--- src/rtl/pq_pkg.sv ---
// Shared types and constants for the priority-queue initiator.
// FSM states, run modes, operation kinds, LFSR taps, gap lengths.
package pq_pkg;

   typedef enum logic [1:0] {
      IDLE,
      ISSUE,
      GAP,
      DONE
   } state_e;

   typedef enum logic [1:0] {
      MODE_FILL   = 2'd0,
      MODE_DRAIN  = 2'd1,
      MODE_RANDOM = 2'd2,
      MODE_RSVD   = 2'd3
   } mode_e;

   typedef enum logic [1:0] {
      OP_ENQ,
      OP_DEQ,
      OP_REP,
      OP_SKIP
   } op_e;

   // x^16 + x^14 + x^13 + x^11 + 1, right-shifting Galois form
   localparam logic [15:0] LFSR_TAPS = 16'hB400;

   localparam int GAP_SHORT = 2;

   function automatic int gap_enq(input int qs);
      int g;
      g = $clog2(qs);
      return (g < 1) ? 1 : g;
   endfunction

   // Requested operation before full/empty skipping
   function automatic op_e pick_op(input mode_e m, input logic [1:0] sel);
      op_e op;
      op = OP_ENQ;
      unique case (m)
         MODE_FILL:  op = OP_ENQ;
         MODE_DRAIN: op = OP_DEQ;
         default: begin
            unique case (sel)
               2'b01:   op = OP_DEQ;
               2'b10:   op = OP_REP;
               default: op = OP_ENQ;
            endcase
         end
      endcase
      return op;
   endfunction

endpackage

--- src/rtl/pq_lfsr.sv ---
// 16-bit Galois LFSR stepping once per enabled cycle.
// Reset loads SEED, which must be nonzero.
module pq_lfsr
   import pq_pkg::*;
#(
   parameter logic [15:0] SEED = 16'hACE1
) (
   input  logic        clk,
   input  logic        rst_n,
   input  logic        en,
   output logic [15:0] value
);

   // Shift right, folding the taps in when bit 0 falls out
   always_ff @(posedge clk or negedge rst_n) begin
      if (!rst_n)
         value <= SEED;
      else if (en)
         value <= {1'b0, value[15:1]} ^ (value[0] ? LFSR_TAPS : 16'h0);
   end

endmodule

--- src/rtl/pq_initiator.sv ---
// Traffic initiator and checker for a priority queue.
// Issues budgeted FILL/DRAIN/RANDOM ops and counts flag/order errors.
module pq_initiator
   import pq_pkg::*;
#(
   parameter int          QUEUE_SIZE = 7,
   parameter int          DATA_WIDTH = 16,
   parameter logic [15:0] SEED       = 16'hACE1
) (
   input  logic                              i_CLK,
   input  logic                              i_RSTn,
   input  logic                              i_start,
   input  logic [1:0]                        i_mode,
   input  logic [7:0]                        i_num_ops,
   output logic                              o_wrt,
   output logic                              o_read,
   output logic [DATA_WIDTH-1:0]             o_data,
   input  logic                              i_full,
   input  logic                              i_empty,
   input  logic [DATA_WIDTH-1:0]             i_data,
   output logic                              o_busy,
   output logic                              o_done,
   output logic [7:0]                        o_err_count,
   output logic [$clog2(QUEUE_SIZE+1)-1:0]   o_count
);

   localparam int CW = $clog2(QUEUE_SIZE + 1);
   localparam logic [CW-1:0] FULL_CNT = CW'(QUEUE_SIZE);
   localparam logic [7:0] GAP_E = 8'(gap_enq(QUEUE_SIZE) - 1);
   localparam logic [7:0] GAP_S = 8'(GAP_SHORT - 1);

   state_e                state_q, state_d;
   mode_e                 mode_q;
   op_e                   kind, op;
   logic [7:0]            ops_q;
   logic [7:0]            gap_q;
   logic [15:0]           lfsr;
   logic                  lfsr_unused;
   logic                  issue;
   logic                  flag_err, order_err;
   logic                  prev_v;
   logic [DATA_WIDTH-1:0] prev_root;

   assign issue       = (state_q == ISSUE);
   assign lfsr_unused = ^lfsr[15:12];

   pq_lfsr #(.SEED(SEED)) u_lfsr (
      .clk   (i_CLK),
      .rst_n (i_RSTn),
      .en    (issue),
      .value (lfsr)
   );

   // Pick this cycle's op, demoting it to a skip on full/empty
   always_comb begin
      kind = pick_op(mode_q, lfsr[11:10]);
      op   = kind;
      if (kind == OP_ENQ ? i_full : i_empty)
         op = OP_SKIP;
   end

   // Flag and root-order checks against the shadow occupancy
   always_comb begin
      flag_err  = (i_full != (o_count == FULL_CNT)) ||
                  (i_empty != (o_count == '0));
      order_err = (op == OP_DEQ) && prev_v && (i_data > prev_root);
   end

   // Next state and request outputs
   always_comb begin
      state_d = state_q;
      o_wrt   = 1'b0;
      o_read  = 1'b0;
      o_data  = '0;
      o_busy  = 1'b0;
      o_done  = 1'b0;
      unique case (state_q)
         IDLE: begin
            if (i_start)
               state_d = (i_num_ops == 8'd0) ? DONE : ISSUE;
         end
         ISSUE: begin
            o_busy  = 1'b1;
            o_wrt   = (op == OP_ENQ) || (op == OP_REP);
            o_read  = (op == OP_DEQ) || (op == OP_REP);
            if (op != OP_SKIP)
               o_data = DATA_WIDTH'(lfsr[9:0]);
            state_d = GAP;
         end
         GAP: begin
            o_busy = 1'b1;
            if (gap_q == 8'd0)
               state_d = (ops_q == 8'd0) ? DONE : ISSUE;
         end
         DONE: begin
            o_done  = 1'b1;
            state_d = IDLE;
         end
         default: state_d = IDLE;
      endcase
   end

   // State register
   always_ff @(posedge i_CLK or negedge i_RSTn) begin
      if (!i_RSTn)
         state_q <= IDLE;
      else
         state_q <= state_d;
   end

   // Run parameters, budget and gap counter
   always_ff @(posedge i_CLK or negedge i_RSTn) begin
      if (!i_RSTn) begin
         mode_q <= MODE_FILL;
         ops_q  <= 8'd0;
         gap_q  <= 8'd0;
      end else begin
         if (state_q == IDLE && i_start) begin
            mode_q <= mode_e'(i_mode);
            ops_q  <= i_num_ops;
         end
         if (issue) begin
            ops_q <= ops_q - 8'd1;
            gap_q <= (op == OP_ENQ) ? GAP_E : GAP_S;
         end else if (state_q == GAP && gap_q != 8'd0) begin
            gap_q <= gap_q - 8'd1;
         end
      end
   end

   // Shadow occupancy, error counter and dequeue history
   always_ff @(posedge i_CLK or negedge i_RSTn) begin
      if (!i_RSTn) begin
         o_count     <= '0;
         o_err_count <= 8'd0;
         prev_v      <= 1'b0;
         prev_root   <= '0;
      end else if (issue) begin
         if (op == OP_ENQ && o_count != FULL_CNT)
            o_count <= o_count + 1'b1;
         else if (op == OP_DEQ && o_count != '0)
            o_count <= o_count - 1'b1;
         if ((flag_err || order_err) && o_err_count != 8'hFF)
            o_err_count <= o_err_count + 8'd1;
         if (op == OP_DEQ) begin
            prev_v    <= 1'b1;
            prev_root <= i_data;
         end else if (op == OP_ENQ || op == OP_REP) begin
            prev_v <= 1'b0;
         end
      end
   end

endmodule
--- config.mk ---
export PLATFORM = sky130hd
export DESIGN_NAME = pq_initiator
export DESIGN_NICKNAME = d
export VERILOG_FILES = /design/src/rtl/pq_pkg.sv /design/src/rtl/pq_lfsr.sv /design/src/rtl/pq_initiator.sv
export SDC_FILE = /design/constraint.sdc
export NUM_CORES = 1
export LEC_CHECK = 0
export CAP_MARGIN = 15
export CORE_ASPECT_RATIO = 0.5
export CORE_MARGIN = 1.5
export CORE_UTILIZATION = 58
export DETAILED_ROUTE_END_ITERATION = 7
export HOLD_SLACK_MARGIN = 0.15
export MAX_ROUTING_LAYER = met4
export PLACE_DENSITY_LB_ADDON = 0.25
export SYNTH_ARGS = -nofsm -noshare
export SYNTH_HDL_FRONTEND = slang
export SYNTH_HIERARCHICAL = 1
export SYNTH_SLANG_ARGS = --single-unit
--- constraint.sdc ---
create_clock -name i_CLK -period 6.45 [get_ports i_CLK]
set_clock_uncertainty 0.05 [all_clocks]
set_input_delay 1.29 -clock i_CLK [delete_from_list [all_inputs] [get_ports i_CLK]]
set_output_delay 1.29 -clock i_CLK [all_outputs]
set_load 0.02 [all_outputs]
## After elaboration in Yosys (flattened, before gate mapping)

Index checks and enable logic that the tools add are counted.

| operators by class | value |
|---|---|
| magnitude comparators | 1 |
| add/sub/neg operators | 5 |
| multiplexer cells | 25 |
| reduce and logical (&&, ||, !) cells | 31 |
| eq/ne operators | 16 |
| bitwise logic cells | 1 |

Operator list:

| operator | number |
|---|---|
| 2-to-1 mux 8 bit | 4 |
| zero test 8 bit | 3 |
| 2-to-1 mux 10 bit | 2 |
| > comparator 16 bit | 1 |
| 2-to-1 mux 16 bit | 1 |
| subtractor 8 x 1 -> 8 bit (second input constant) | 2 |
| bitwise XOR 15 x 16 -> 16 bit | 1 |
| 2-to-1 mux 2 bit | 6 |
| AND reduction 2 bit | 5 |
| adder 8 x 1 -> 8 bit (second input constant) | 1 |
| equality test 2 x 1 -> 1 bit (second input constant) | 4 |
| equality test 2 bit (second input constant) | 4 |
| zero test 2 bit | 4 |
| != test 8 bit (second input constant) | 1 |
| one-hot mux 2 bit (2 select lines) | 2 |
| one-hot mux 2 bit (4 select lines) | 1 |
| nonzero test 2 bit | 4 |
| nonzero test 8 bit | 1 |
| logical AND 1 bit | 7 |
| 2-to-1 mux 1 bit | 7 |
| 2-to-1 mux 3 bit | 2 |
| != test 2 bit (second input constant) | 3 |
| logical OR 1 bit | 4 |
| adder 3 x 1 -> 3 bit (second input constant) | 1 |
| 7 further kinds | 8 |

| word-level totals | value |
|---|---|
| register bits after elaboration | 64 |
| output and inout bits | 31 |
| bits of input ports | 31 |
| logic and storage cells | 88 |

## Depth between registers and ports, before layout

| logic depth | value |
|---|---|
| depth after elaboration | 12 |
| depth in mapped cells | 11 |
| mapped depth without buffers | 10 |

## Cells and area by module

Netlist, hierarchy kept.

By module, submodules not included:

| module | cells each | area an instance (um^2) | times used |
|---|---|---|---|
| pq_initiator | 304 | 3075.4 | 1 |
| pq_lfsr | 40 | 655.6 | 1 |

## Least setup slack after synthesis

No wires, ideal clock.

| timing path | value |
|---|---|
| path kind | input to output |
| start point | input i_full |
| end point | output o_data[0] |
| path buffers | 2 |
| arrival | 2.753 ns |
| slack | 2.357 ns |
| stages on the path | 8 |
| cells stage by stage | clkbuf_1 mux2_2 o211ai_1 o21ai_0 ha_1 nor2b_1 clkbuf_1 and2_1 |

| on the way | value |
|---|---|
| word-level cells in the longest chain between the ends | 5 |

RTL lines:

| item | RTL line | source |
|---|---|---|
| from (decl) | pq_initiator.sv:18 | `input logic i_full,` |
| 2-to-1 mux 1 bit | pq_initiator.sv:58 | `if (kind == OP_ENQ ? i_full : i_empty)` |
| 2-to-1 mux 2 bit | pq_initiator.sv:58 |  |
| != test 2 bit | pq_initiator.sv:86 | `if (op != OP_SKIP)` |
| 2-to-1 mux 10 bit | pq_initiator.sv:86 |  |
| 2-to-1 mux 10 bit | pq_initiator.sv:77 | `unique case (state_q)` |
| to (decl) | pq_initiator.sv:17 | `output logic [DATA_WIDTH-1:0] o_data,` |

Every way passes these cells.

## Worst setup path after layout

| timing path | value |
|---|---|
| start point | input i_full |
| end point | output o_data[3] |

Same word-level chain as after synthesis.

==> summary.md <==
| Metric | Value |
|---|---|
| Status | completed |
| Seq/Total Area, Yosys | 43.19% |
| Pwr Density | 529.7 nW/um^2 |
| Initial DRT Pass Iterations | 4 |
| Synth warn | 6 |
| Crit path DAT | 3.99 ns |
| Placement Rows | 20 |
| Fill cell count | 438 |
| Initial Util | 60.86% |
| CP Capture Type | output pin |
| Fin. max-slew vios | 0 |
| Synthesis-stage register bit count | 64 |
| Max Root-Sink Buffers | 2 |
| CTS tree | done |
| RSZ-0062 raised after global routing | false |
| Root Buffer | clkbuf_16 |
| Layout cell share with drive strength beyond 1 | 16.46% |
| I/O Buffers | 55 |
| Routed vias/inst | 5.406 |
| Hold Startpoint | prev_root[0]$_DFFE_PN0P_ |
| Critical path cell sequence | clkdlybuf4s50_1 > mux2i_1 > a21oi_1 > a21oi_1 > inv_1 > ha_1 > nor2b_1 > and2_1 > clkdlybuf4s50_1 |
| Worst IR drop on VDD | 0.0003353 V |
| Post-Syn Instances | 344 |
| Clk_lat worst skew | 0.32 ns |
| Routability Congestion | 0.8389 |
| Final #Nets | 462 |
| Post-synthesis cell type count | 51 |
| Worst Reg-to-Reg Cells | 10 |
| Final Cell Area | 4604 um^2 |
| Critical Path RT | 5.11 ns |
| Final HPWL DP | 5.047 mm |
| Worst-margin pin slew | 0.7920 ns |
| Via count | 2676 |
| Residual DRC | 0 |
| Hold Path Class | flop to flop |
| Clock slew at reported path FFs | 0.05 ns |
| Post-CTS Hold Buffers | 0 |
| Area of the multi-input gates | 1929 um^2 |
| Core ar. | 6131 um^2 |
| Comb power frac | 48.4% |
| Worst slew margin | 47.20% |
| Setup TNS | 0 ns |
| Setup repair bufs after CTS | 0 |
| Worst R2R Setup Slack | 3.49 ns |
| Post-synth top cells | dfrtp_1, inv_1, mux2_2 |
| CP Class | input port to output pin |
| Hold Violations, Final | 0 |
| Final setup fails | 0 |
| Crit share post-route | 82.64% |
| Sw frac | 38.06% |
| EDFF count, synth | 0 |
| Reg2reg end | o_err_count[6]$_DFFE_PN0P_ |
| Area leader, netlist | dfrtp_1 |
| Non-filler cells, final | 495 |
| Prevailing post-synth register cell | dfrtp_1 |
| Top cells by area, synth | dfrtp_1, ha_1, mux2_2, dfstp_2, xnor2_1 |
| Tot GR Track Use | 23.58% |
| Die ar. | 6952 um^2 |
| Minimum clock period | 5.331 ns |
| Overflow after GRT | 0 |
| Placed Area | 4320 um^2 |
| Vias in the first global route | 2799 |
| Critical path fanouts, max | 11 |
| Delay of the slowest cell on the worst path | 0.62 ns |
| DRT iter0 DRCs | 164 |
| Register Area | 1612 um^2 |
| Ant. Diodes | 0 |
| CP max-delay cell | clkdlybuf4s50_1 |
| Area share of the largest cell type after synthesis | 37.56% |
| Clk network pwr share | 18.9% |
| Wirelength per Cell | 14.42 um |
| Placed cell count | 479 |
| Die Y | 59.72 um |
| Area added between synthesis and finish | 23.41% |
| Pint | 1.511 mW |
| Post-layout util | 75.10% |
| Ports | 62 |
| Die width | 116.4 um |
| Largest net degree at the start of global routing | 65 |
| Switch Pwr | 928.2 uW |
| FF-to-FF Start | u_lfsr/value[10]$_DFFE_PN1P_ |
| Antenna violations before repair | 0 |
| Mean Syn Cell Area | 10.85 um^2 |
| Min-Delay Path Depth | 2 |
| CP Launch Type | input port |
| Inserted Clock Buffers | 9 |
| Synthesized area | 3731 um^2 |
| Post_cts resized | 0 |
| Share of flip-flops with an asynchronous set or reset | 100.0% |
| Pwr Total | 2.439 mW |
| First-pass GRT wire length | 12.15 mm |
| Most frequent cell after synthesis | dfrtp_1 |
| Hold EP | prev_root[0]$_DFFE_PN0P_ |
| Final ANT Viol Nets | 0 |
| WL final | 7.138 mm |
| Flop pwr share | 32.6% |
| H-tree Lvls | 3 |
| Static Leak | 2.040 nW |
| MaxCap Viol Count | 0 |
| Fmax | 187.6 MHz |
| Clock sinks | 64 |
## worst max-delay path: cells and delay by family
kind	cells	cell delay (ns)
buffers and inverters	3	1.26
and+or+nand+nor	2	0.70
AOI/OAI and AO/OA	2	0.34
adders and majority gates	1	0.21
muxes	1	0.18
## state kept, by name, summed over array words and instances (netlist names)
signal and count:
mode_q 2, o_err_count 8, o_count 3, u_lfsr/value 16
prev_root 16, prev_v 1, state_q 2, gap_q 8
ops_q 8
## final cells by class
type	count	area share, %
Multi-Input combinational cell	241	41.90
Sequential cell	64	35.00
Timing Repair Buffer	57	12.17
Clock buffer	12	5.136
Tap cell	88	2.391
Inverter	29	2.364
Clock inverter	4	1.033
## power by group through the flow
stage          sequential [mW]  clock [mW]  combinational [mW]
6_report                 0.796       0.461                1.18
5_1_grt                  0.827       0.490                1.31
4_1_cts                  0.795       0.472                1.19
3_5_place_dp             0.799           0                1.18
3_3_place_gp             0.783           0                1.12
2_1_floorplan            0.795           0               0.834
## cell families after synthesis
kind of cell / count (synthesis) / synth area share [%]
AND/OR/NAND/NOR: 86 / 12.31
flip-flops: 64 / 43.19
AO/OA/AOI/OAI: 57 / 11.00
buffers and inverters: 44 / 5.667
multiplexers: 42 / 12.88
adder cells (fa/ha/maj): 29 / 9.926
XOR/XNOR: 21 / 4.930
other: 1 / 0.1005
## stage by stage
| stage | hold WS, ns | setup slack, ns |
|---|---|---|
| after detailed placement | 0.4389 | 1.124 |
| after global routing | 0.4659 | 0.8215 |
| after floorplan | 0.4038 | 2.357 |
| after global placement | 0.4176 | 1.308 |
| final | 0.4460 | 1.119 |
| after CTS | 0.4509 | 1.080 |
## placed cells by master, fill, tap and decap left out, drive strengths merged, types with 2 or more instances in the layout
master / instances
dfrtp: 56
mux2i: 6
ha: 28
xnor2: 13
nand4: 3
a2111oi: 2
nor3b: 2
nand3b: 2
nor4: 7
mux2: 36
conb: 6
o211ai: 2
or3: 2
inv: 29
clkbuf: 12
dfstp: 8
nand2: 18
nand3: 6
o21ai: 13
clkinv: 2
a21oi: 21
xor2: 8
clkdlybuf4s50: 54
nor2b: 4
a211oi: 5
nor2: 16
a21o: 3
and2: 12
nand2b: 4
and3: 4
buf: 3
nor3: 4
## worst max path at each step
| stage | start | slack [ns] | end |
|---|---|---|---|
| after floorplan | i_full | 2.36 | o_data[0] |
| after global placement | i_full | 1.31 | o_data[4] |
| after detailed placement | i_full | 1.12 | o_data[3] |
| after CTS | i_full | 1.08 | o_data[3] |
| after global routing | i_full | 0.82 | o_data[1] |
| final | i_full | 1.12 | o_data[3] |
## per-layer routing
| metal | share of wire [%] | global-route usage, % |
|---|---|---|
| met3 | 3.7 | 5.680 |
| met1 | 45 | 27.21 |
| met4 | 0.91 | 8.188 |
| met2 | 51 | 41.18 |
| met5 | 0 | - |
(Power assumes the default switching activity.)
